[config.mk]
export PLATFORM = sky130hd
export DESIGN_NAME = fwlight_btn_ctrl
export DESIGN_NICKNAME = d
export VERILOG_FILES = /design/src/rtl/fwlight_btn_ctrl_pkg.sv /design/src/rtl/fwlight_btn_ctrl_debounce.sv /design/src/rtl/fwlight_btn_ctrl.sv
export SDC_FILE = /design/constraint.sdc
export NUM_CORES = 1
export LEC_CHECK = 0
export ABC_AREA = 0
export BUFFER_PORTS_ARGS = -buffer_cell sky130_fd_sc_hd__buf_2
export CORE_ASPECT_RATIO = 1.5
export CORE_MARGIN = 2
export CORE_UTILIZATION = 53
export DETAILED_ROUTE_END_ITERATION = 7
export GPL_ROUTABILITY_DRIVEN = 1
export PLACE_DENSITY = 0.69
export SYNTH_ARGS = -nofsm -noshare
export SYNTH_HDL_FRONTEND = slang
export SYNTH_SLANG_ARGS = --single-unit
[constraint.sdc]
create_clock -name clk -period 3.6 [get_ports clk]
set_input_delay 0.36 -clock clk [delete_from_list [all_inputs] [get_ports clk]]
set_output_delay 0.36 -clock clk [all_outputs]
set_load 0.02 [all_outputs]
[src/rtl/fwlight_btn_ctrl_pkg.sv]
// Shared definitions for the flowing-light button controller: debounce FSM
// encoding and board-rate timing defaults.
package fwlight_btn_ctrl_pkg;

    typedef enum logic [1:0] {
        IDLE         = 2'd0,
        PRESS_WAIT   = 2'd1,
        PRESSED      = 2'd2,
        RELEASE_WAIT = 2'd3
    } btn_state_e;

    localparam int DEBOUNCE_CYCLES_DEF   = 2000000;    // 20 ms at 100 MHz
    localparam int LONG_PRESS_CYCLES_DEF = 100000000;  // 1 s at 100 MHz
    localparam int CNT_W_DEF             = 27;

endpackage

[src/rtl/fwlight_btn_ctrl_debounce.sv]
// One push-button: 2-FF synchroniser, debounce FSM and long-press detector.
// Emits registered one-cycle press and long_press pulses.
module btn_debounce
    import fwlight_btn_ctrl_pkg::*;
#(
    parameter int DEBOUNCE_CYCLES   = DEBOUNCE_CYCLES_DEF,
    parameter int LONG_PRESS_CYCLES = LONG_PRESS_CYCLES_DEF,
    parameter int CNT_W             = CNT_W_DEF
) (
    input  logic clk,
    input  logic reset,
    input  logic btn,
    output logic press,
    output logic long_press
);

    localparam logic [CNT_W-1:0] DB_LAST = CNT_W'(DEBOUNCE_CYCLES - 1);
    localparam logic [CNT_W-1:0] LP_LAST = CNT_W'(LONG_PRESS_CYCLES - 1);

    logic             s_meta, s;
    btn_state_e       state, state_nxt;
    logic [CNT_W-1:0] cnt, cnt_nxt;
    logic [CNT_W-1:0] hold_cnt, hold_nxt;
    logic             long_fired, fired_nxt;
    logic             press_nxt, long_nxt;

    always_ff @(posedge clk) begin
        if (reset) begin
            s_meta     <= 1'b0;
            s          <= 1'b0;
            state      <= IDLE;
            cnt        <= '0;
            hold_cnt   <= '0;
            long_fired <= 1'b0;
            press      <= 1'b0;
            long_press <= 1'b0;
        end else begin
            s_meta     <= btn;
            s          <= s_meta;
            state      <= state_nxt;
            cnt        <= cnt_nxt;
            hold_cnt   <= hold_nxt;
            long_fired <= fired_nxt;
            press      <= press_nxt;
            long_press <= long_nxt;
        end
    end

    always_comb begin
        state_nxt = state;
        cnt_nxt   = cnt + 1'b1;
        hold_nxt  = hold_cnt;
        fired_nxt = long_fired;
        press_nxt = 1'b0;
        long_nxt  = 1'b0;
        case (state)
            IDLE: begin
                cnt_nxt   = '0;
                hold_nxt  = '0;
                fired_nxt = 1'b0;
                if (s) state_nxt = PRESS_WAIT;
            end
            PRESS_WAIT: begin
                if (!s) begin
                    state_nxt = IDLE;
                    cnt_nxt   = '0;
                end else if (cnt == DB_LAST) begin
                    state_nxt = PRESSED;
                    cnt_nxt   = '0;
                    press_nxt = 1'b1;
                end
            end
            PRESSED: begin
                cnt_nxt = '0;
                if (!s) begin
                    state_nxt = RELEASE_WAIT;
                end else begin
                    if (hold_cnt != LP_LAST) hold_nxt = hold_cnt + 1'b1;
                    // long fires on the cycle the saturated value is reached, once per press
                    if (hold_nxt == LP_LAST && !long_fired) begin
                        long_nxt  = 1'b1;
                        fired_nxt = 1'b1;
                    end
                end
            end
            RELEASE_WAIT: begin
                if (s) begin
                    state_nxt = PRESSED;
                    cnt_nxt   = '0;
                end else if (cnt == DB_LAST) begin
                    state_nxt = IDLE;
                    cnt_nxt   = '0;
                    hold_nxt  = '0;
                    fired_nxt = 1'b0;
                end
            end
            default: begin
                state_nxt = IDLE;
                cnt_nxt   = '0;
            end
        endcase
    end

endmodule

[src/rtl/fwlight_btn_ctrl.sv]
// Button front end for the flowing-light block: turns debounced en/dir
// button events into en/direction levels and a one-cycle restart pulse.
module fwlight_btn_ctrl
    import fwlight_btn_ctrl_pkg::*;
#(
    parameter int DEBOUNCE_CYCLES   = DEBOUNCE_CYCLES_DEF,
    parameter int LONG_PRESS_CYCLES = LONG_PRESS_CYCLES_DEF,
    parameter int CNT_W             = CNT_W_DEF
) (
    input  logic clk,
    input  logic reset,
    input  logic btn_en,
    input  logic btn_dir,
    output logic en,
    output logic direction,
    output logic restart
);

    logic en_press, en_long;
    logic dir_press, dir_long_unused;  // dir long-press has no function

    btn_debounce #(
        .DEBOUNCE_CYCLES  (DEBOUNCE_CYCLES),
        .LONG_PRESS_CYCLES(LONG_PRESS_CYCLES),
        .CNT_W            (CNT_W)
    ) u_en (
        .clk       (clk),
        .reset     (reset),
        .btn       (btn_en),
        .press     (en_press),
        .long_press(en_long)
    );

    btn_debounce #(
        .DEBOUNCE_CYCLES  (DEBOUNCE_CYCLES),
        .LONG_PRESS_CYCLES(LONG_PRESS_CYCLES),
        .CNT_W            (CNT_W)
    ) u_dir (
        .clk       (clk),
        .reset     (reset),
        .btn       (btn_dir),
        .press     (dir_press),
        .long_press(dir_long_unused)
    );

    always_ff @(posedge clk) begin
        if (reset) begin
            en        <= 1'b1;
            direction <= 1'b1;
            restart   <= 1'b0;
        end else begin
            restart <= en_long;
            if (dir_press) direction <= ~direction;
            // a long press forces the light back on, overriding any toggle
            if (en_long)       en <= 1'b1;
            else if (en_press) en <= ~en;
        end
    end

endmodule

==> impl_metrics.ini, run 1 <==
[status]
outcome = complete, no violations

[sta]
clock_skew_ns = 0.008482
slew_violations = 0
fin_crit_sh = 0.8349
final.min_clock_period_ns = 3.006
holdWs_ns = 0.2239
max-slew-margin-rel = 0.4293
worst_pin_slew_ns = 0.8482
setup_viol = 0
fin_ws_ns = 0.5942
setup_tns_ns = 0
fmax_mhz = 332.7
rsz0062_at_grt = no
hold_violations = 0

[drt]
antenna_left = 0
drcViolationCount = 0
firstDrtPassIters = 5
num_vias = 3739
drtIter0Drc = 216
wl_per_cell_um = 14.52
viasPerCell = 5.806
drt_wl_total_um = 9354

[grt]
grtUsageTotal = 0.2086
overflow = 0
antenna_found_initial = 0
grt_pass1_vias = 3403
grt_pass1_wl_um = 15690
grt_max_degree = 27

[power_and_ir_drop]
power_frac_clock = 0.470
p_per_area_nw_per_um2 = 410.5
p_sw_frac = 0.2088
p_int_mw = 1.615
pwr-share-seq = 0.522
p_comb_frac = 0.008
p_sw_mw = 0.4263
ir_drop_mv = 0.3213
leakage_nw = 1.648

[synthesis]
synthArstFlopShare = 0
yosys_warnings = 0
synth_fp_nets = 541
yosysTopAreaCell = dfxtp_1
avgSynthCellArea_um2 = 8.599
yosysSeqAreaShare = 0.4185
ys.flop_type = dfxtp_1
syn-cell-area_um2 = 4592
postSynthCellCount = 534
synth_edf_count = 0
ys_ff_latch = 96
synth_area_leaders = dfxtp_1 42%, xor2_1 8.8%, nor2_1 6.5%, xnor2_1 5.3%, nand3_1 3.6%
ys_types = 49
synth_top_area_frac = 0.4185

[finish]
ff_latch_area_um2 = 1922
final_nets = 539
multiInputGateArea_um2 = 2542
utilization = 0.5912
reg.largest.list = u_dir.cnt x27, u_en.cnt x27, u_en.hold_cnt x27
drive_gt1_frac = 0.06145
final_cell_mix = 96 x dfxtp_1, 79 x nor2_1, 46 x xor2_1
antenna_cells = 0
syn2layout_area_growth_pct = 8.311
n_fill_cell = 777
fin_cells = 644
final_common_cell = dfxtp_1

[floorplanning]
initial_core_util = 0.5458
die_area_um2 = 9440
die_w_um = 80
die_h_um = 118
io_pins = 7
core_um2 = 8413
row_count = 41

[cts]
clk_pin_slew_ns = 0.07
cts_setup_buffers = 0
cts_tree = done
cts_buffer_depth = 2
cts.sinks = 96
numCtsBuffers = 9
cts-htree-levels = 3
cts_root_buffer = clkbuf_16
clk_latency_ns = 0.35
hold_buffers = 0
cts_resized = 0

[setup_path]
critPathKind = reg -> reg
cp-start-kind = flip-flop
cp_max_fo = 7
cp-end-kind = flip-flop
crit_arrival_ns = 3.28
cp.required_ns = 3.87

[place]
hpwl_um = 6597
pre_cts_ws_ns = 0.6316
gp_congestion = 0.8942
dp.cells = 628
port_buffers = 6

[hold_path]
hold_class = in -> reg

[job]
maxCapViolCount = 0
cells by family (layout without fill, tap and decap cells):
kind of cell,after synthesis,in the layout,synth area share
and+or+nand+nor,273,273,0.3259
buffers and inverters,30,33,0.02779
DFF,96,96,0.4185
xor gates and xnor gates,74,74,0.1411
AOI/OAI and AO/OA,56,56,0.07412
muxes,2,2,0.004360
adders and majority gates,3,3,0.008175
worst paths after layout:
check,depth (start not counted),from,endpoint,slack [ns]
max,8,u_en.hold_cnt[0]$_SDFFE_PP0P_,u_en.long_fired$_SDFFE_PP0P_,0.59
min,2,btn_en,u_en.s_meta$_SDFF_PP0_,0.22
max reg2reg,8,u_en.hold_cnt[0]$_SDFFE_PP0P_,u_en.long_fired$_SDFFE_PP0P_,0.59
min reg2reg,1,u_en.long_press$_SDFF_PP0_,en$_SDFFE_PP1P_,0.44
per-stage QoR:
step	power (mW)	area, µm²
final	2.042	4974
after global routing	2.111	4974
after global placement	1.106	4677
after detailed placement	1.107	4677
after CTS	2.062	4974
after floorplan	1.101	4592
area by class of cell:
cell class,count,share of cell area
clock buffers,11,0.04679
inverters,9,0.006792
clock inverters,5,0.01283
repair buffers,8,0.009057
well taps,107,0.02692
multi-input cells,408,0.5112
flip-flops and latches,96,0.3864
power groups by stage:
stage,Combinational (mW),Sequential [mW],Clock [mW]
CTS,0.0160,1.07,0.979
finish,0.0160,1.07,0.959
global route,0.0178,1.07,1.03
global placement,0.0156,1.09,0
floorplan,0.0109,1.09,0
detailed placement,0.0157,1.09,0
cell usage after synthesis, types with 6 or more instances:
master and n:
inv_1 9, nor3_1 6, clkbuf_1 15, xor2_1 46, nand3_1 33, and2_1 7, o21ai_0 20, and3_1 18
nor4_1 12, a21oi_1 16, and4_1 9, nor2_1 79, nor2b_1 9, xnor2_1 28, or3_1 9, nand2_1 39
nand4_1 22, dfxtp_1 96
critical path, stage by stage (launching register included):
cell and delay [ns]:
dfxtp_1 0.41, ha_1 0.31, and4_1 0.37, nand4_2 0.15
nor4_4 0.38, a21oi_1 0.08, or4_1 0.54, or4_1 0.55
a21oi_1 0.16
layer usage:
metal / vias to the layer above / wire length (µm) / global-route usage
li1: 1870 / - / -
met1: 1763 / 3972 / 0.2523
met2: 80 / 4797 / 0.3484
met3: 26 / 277 / 0.02607
met4: 0 / 308 / 0.1186
met5: - / 0 / 0
No activity file was read; power rests on OpenSTA's default activity.
==> run 2: changes to the inputs <==
Clock period 3.6 ns to 2.8 ns, I/O delays scaled along.
==> impl_metrics.ini, run 2 (synthesis gave the netlist of run 1 again) <==
[status]
outcome = complete, no violations

[drt]
drt_wl_total_um = 9644
drcViolationCount = 0
viasPerCell = 5.748
drtIter0Drc = 155
wl_per_cell_um = 14.61
firstDrtPassIters = 4
num_vias = 3794
antenna_left = 0

[finish]
final_area_um2 = 5115
final_cell_mix = 91 x dfxtp_1, 79 x nor2_1, 46 x xor2_1
final_common_cell = dfxtp_1
n_fill_cell = 755
syn2layout_area_growth_pct = 11.39
drive_gt1_frac = 0.1013
final_nets = 555
antenna_cells = 0
utilization = 0.6080
reg.largest.list = u_dir.cnt x27, u_en.cnt x27, u_en.hold_cnt x27

[grt]
grt_max_degree = 27
antenna_found_initial = 0
overflow = 0
grt_pass1_vias = 3580
grt_pass1_wl_um = 16220
grtUsageTotal = 0.2138

[setup_path]
cp-start-kind = flip-flop
crit_slowest_cell = or4_1
cp_top_family = simple AND/OR/NAND/NOR gates
cp_common_cell = or4_1
slowest_delay_ns = 0.53
path_buf_inv = 0
cp.required_ns = 3.08
cp_max_fo = 6
crit_chain = ha_2 > nand4_1 > nor4_4 > nand2_2 > xor2_1 > or4_1 > or4_1 > a21oi_1
cp-end-kind = flip-flop
crit_arrival_ns = 2.96
critPathKind = reg -> reg

[place]
gp_congestion = 0.8807
placed_area_um2 = 4782
pre_cts_ws_ns = 0.1692
hpwl_um = 6840
port_buffers = 6

[cts]
clk_pin_slew_ns = 0.07
cts.sinks = 96
cts_root_buffer = clkbuf_16
cts_buffer_depth = 2
cts-htree-levels = 3
hold_buffers = 0
clk_latency_ns = 0.35
cts_tree = done
numCtsBuffers = 9

[floorplanning]
io_pins = 7
die_area_um2 = 9440
core_um2 = 8413
row_count = 41
die_h_um = 118
initial_core_util = 0.5458
die_w_um = 80

[job]
maxCapViolCount = 0

[power_and_ir_drop]
power_mw = 2.653
leakage_nw = 1.732
p_per_area_nw_per_um2 = 518.8
ir_drop_mv = 0.3811

[sta]
clock_skew_ns = 0.008030
fin_ws_ns = 0.1222
slew_violations = 0
hold_violations = 0
setup_viol = 0
fmax_mhz = 373.4
max-slew-margin-rel = 0.4721
final.min_clock_period_ns = 2.678
rsz0062_at_grt = yes
fin_crit_sh = 0.9564
worst_pin_slew_ns = 0.7918
holdWs_ns = 0.1474

[hold_path]
hold_class = in -> reg
==> run 2: power breakdown <==
part,total (mW),internal (mW),switching [mW],leakage [nW]
registers,1.37,1.37,0.00271,0.777
clock network,1.26,0.723,0.538,0.146
logic,0.0220,0.00837,0.0136,0.809
==> run 2: per-stage QoR <==
stage               cells  setup TNS [ns]
floorplan             534               0
global placement      642               0
detailed placement    642               0
CTS                   658               0
global route          660        -0.03674
finish                660               0
==> run 2: worst paths after layout <==
| kind | startpoint | endpoint | slack (ns) | depth (start not counted) |
|---|---|---|---|---|
| worst max register to register | u_en.hold_cnt[0]$_SDFFE_PP0P_ | u_en.long_fired$_SDFFE_PP0P_ | 0.12 | 8 |
| worst max-delay path | u_en.hold_cnt[0]$_SDFFE_PP0P_ | u_en.long_fired$_SDFFE_PP0P_ | 0.12 | 8 |
| worst min-delay path | btn_dir | u_dir.s_meta$_SDFF_PP0_ | 0.15 | 2 |
| worst min register to register | u_en.long_press$_SDFF_PP0_ | en$_SDFFE_PP1P_ | 0.44 | 1 |
==> run 2: routing by layer <==
| layer | share of wire | wire length, µm | GRT usage |
|---|---|---|---|
| met5 | 0 | 0 | 0 |
| met4 | 0.042 | 403 | 0.1271 |
| met3 | 0.022 | 216 | 0.03067 |
| met2 | 0.51 | 4958 | 0.3635 |
| met1 | 0.42 | 4065 | 0.2475 |
==> run 2: what timing repair did <==
| item | 4_1_cts | 5_1_grt |
|---|---|---|
| buffers inserted | 0 | 2 |
| setup endpoints to repair | 0 | 1 |
| hold endpoints to repair | 0 | 0 |
| resized for setup | 0 | 7 |
==> run 2: area by class of cell <==
| type | count | area [µm²] | area share |
|---|---|---|---|
| sequential | 96 | 1931 | 0.3774 |
| clock buffer | 11 | 242.7 | 0.04746 |
| multi-input combinational | 408 | 2545 | 0.4976 |
| tap | 107 | 133.9 | 0.02617 |
| inverter | 9 | 33.78 | 0.006605 |
| clock inverter | 5 | 63.81 | 0.01248 |
| timing repair buffer | 24 | 165.2 | 0.03229 |
==> run 2: worst register-to-register path, delay by kind of cell (launching register included) <==
family | cells | cell delay, ns
DFF | 1 | 0.37
xor gates and xnor gates | 1 | 0.15
and+or+nand+nor | 5 | 1.76
AOI/OAI and AO/OA | 1 | 0.14
adders and majority gates | 1 | 0.19
==> run 3: changes to the inputs <==
Settings changed: BUFFER_PORTS_ARGS -buffer_cell sky130_fd_sc_hd__buf_2 to -buffer_cell sky130_fd_sc_hd__buf_4.
Clock period 2.8 ns to 3.1 ns, I/O delays scaled along.
==> impl_metrics.ini, run 3 (synthesis gave the netlist of run 1 again) <==
[drt]
num_vias = 3711
antenna_left = 0
firstDrtPassIters = 4
drcViolationCount = 0
wl_per_cell_um = 14.49
drtIter0Drc = 123
viasPerCell = 5.692
drt_wl_total_um = 9448

[sta]
clock_skew_ns = 0.01212
hold_violations = 0
worst_pin_slew_ns = 0.7564
fmax_mhz = 346.9
fin_crit_sh = 0.9299
slew_violations = 0
setup_viol = 0
max-slew-margin-rel = 0.4939
final.min_clock_period_ns = 2.883
fin_ws_ns = 0.2174
holdWs_ns = 0.1731
setup_tns_ns = 0

[cts]
cts_tree = done
hold_buffers = 0
cts_root_buffer = clkbuf_16
cts_buffer_depth = 2
numCtsBuffers = 9
clk_pin_slew_ns = 0.07
cts.sinks = 96
cts-htree-levels = 3
clk_latency_ns = 0.35

[power_and_ir_drop]
p_int_mw = 1.793
leakage_nw = 1.686
p_sw_frac = 0.2188
ir_drop_mv = 0.3750
power_frac_clock = 0.451
p_comb_frac = 0.009
pwr-share-seq = 0.539
power_mw = 2.296
p_per_area_nw_per_um2 = 456.5
p_sw_mw = 0.5023

[floorplanning]
io_pins = 7
row_count = 41
initial_core_util = 0.5458
die_w_um = 80
die_h_um = 118
die_area_um2 = 9440
core_um2 = 8413

[grt]
antenna_found_initial = 0
overflow = 0
grt_pass1_vias = 3451
grtUsageTotal = 0.2119
grt_pass1_wl_um = 15940
grt_max_degree = 27

[finish]
syn2layout_area_growth_pct = 9.509
final_common_cell = dfxtp_1
fin_cells = 652
final_nets = 547
reg.largest.list = u_dir.cnt x27, u_en.cnt x27, u_en.hold_cnt x27
final_area_um2 = 5029
antenna_cells = 0
final_cell_mix = 96 x dfxtp_1, 79 x nor2_1, 46 x xor2_1
drive_gt1_frac = 0.07890
utilization = 0.5977

[place]
pre_cts_ws_ns = 0.2125
port_buffers = 6
dp.cells = 635
gp_congestion = 0.8522
hpwl_um = 6652
placed_area_um2 = 4745

[setup_path]
crit_arrival_ns = 3.16
cp.required_ns = 3.38
critPathKind = reg -> reg
cp-start-kind = flip-flop
cp-end-kind = flip-flop
cp_max_fo = 7

[hold_path]
hold_class = in -> reg

[status]
outcome = complete, no violations

[job]
maxCapViolCount = 0
==> run 3: timing repair <==
action | in CTS | in global routing
endpoints found under the hold margin | 0 | 0
setup buffers | 0 | 1
endpoints found under the setup margin | 0 | 1
gates resized for setup | 0 | 1
==> run 3: per-layer routing <==
layer / global-route usage / up-vias / wire length, µm
met3: 0.04141 / 17 / 167
met5: 0 / - / 0
li1: - / 1888 / -
met2: 0.3495 / 38 / 4721
met4: 0.1028 / 0 / 250
met1: 0.2588 / 1768 / 4308
==> run 3: area by class of cell <==
class	instances	area, µm²
clock buffers	10	229.0
inverters	9	33.78
well taps	107	133.9
clock inverters	6	45.04
multi-input cells	408	2545
fillers	766	3385
repair buffers	16	120.1
flip-flops and latches	96	1922
==> run 3: worst max-delay path: stages, from the launching register on <==
cell,delay [ns]
dfxtp_1,0.42
ha_2,0.28
nand4_1,0.22
nor4_4,0.33
buf_4,0.19
nand2_2,0.08
xor2_1,0.14
or4_1,0.48
or4_1,0.53
a21oi_1,0.14
==> run 3: worst paths after layout <==
| check | start | to | slack [ns] | cells past startpoint |
|---|---|---|---|---|
| setup / recovery | u_en.hold_cnt[0]$_SDFFE_PP0P_ | u_en.long_fired$_SDFFE_PP0P_ | 0.22 | 9 |
| hold / removal | btn_en | u_en.s_meta$_SDFF_PP0_ | 0.17 | 2 |
| setup reg to reg | u_en.hold_cnt[0]$_SDFFE_PP0P_ | u_en.long_fired$_SDFFE_PP0P_ | 0.22 | 9 |
| hold reg to reg | u_en.long_press$_SDFF_PP0_ | en$_SDFFE_PP1P_ | 0.43 | 1 |
==> run 3: power groups by stage <==
stage               Clock (mW)  Sequential, mW  Combinational, mW
floorplan                    0            1.27             0.0127
global placement             0            1.27             0.0210
detailed placement           0            1.27             0.0211
CTS                       1.06            1.24             0.0212
global route              1.11            1.24             0.0235
finish                    1.04            1.24             0.0212
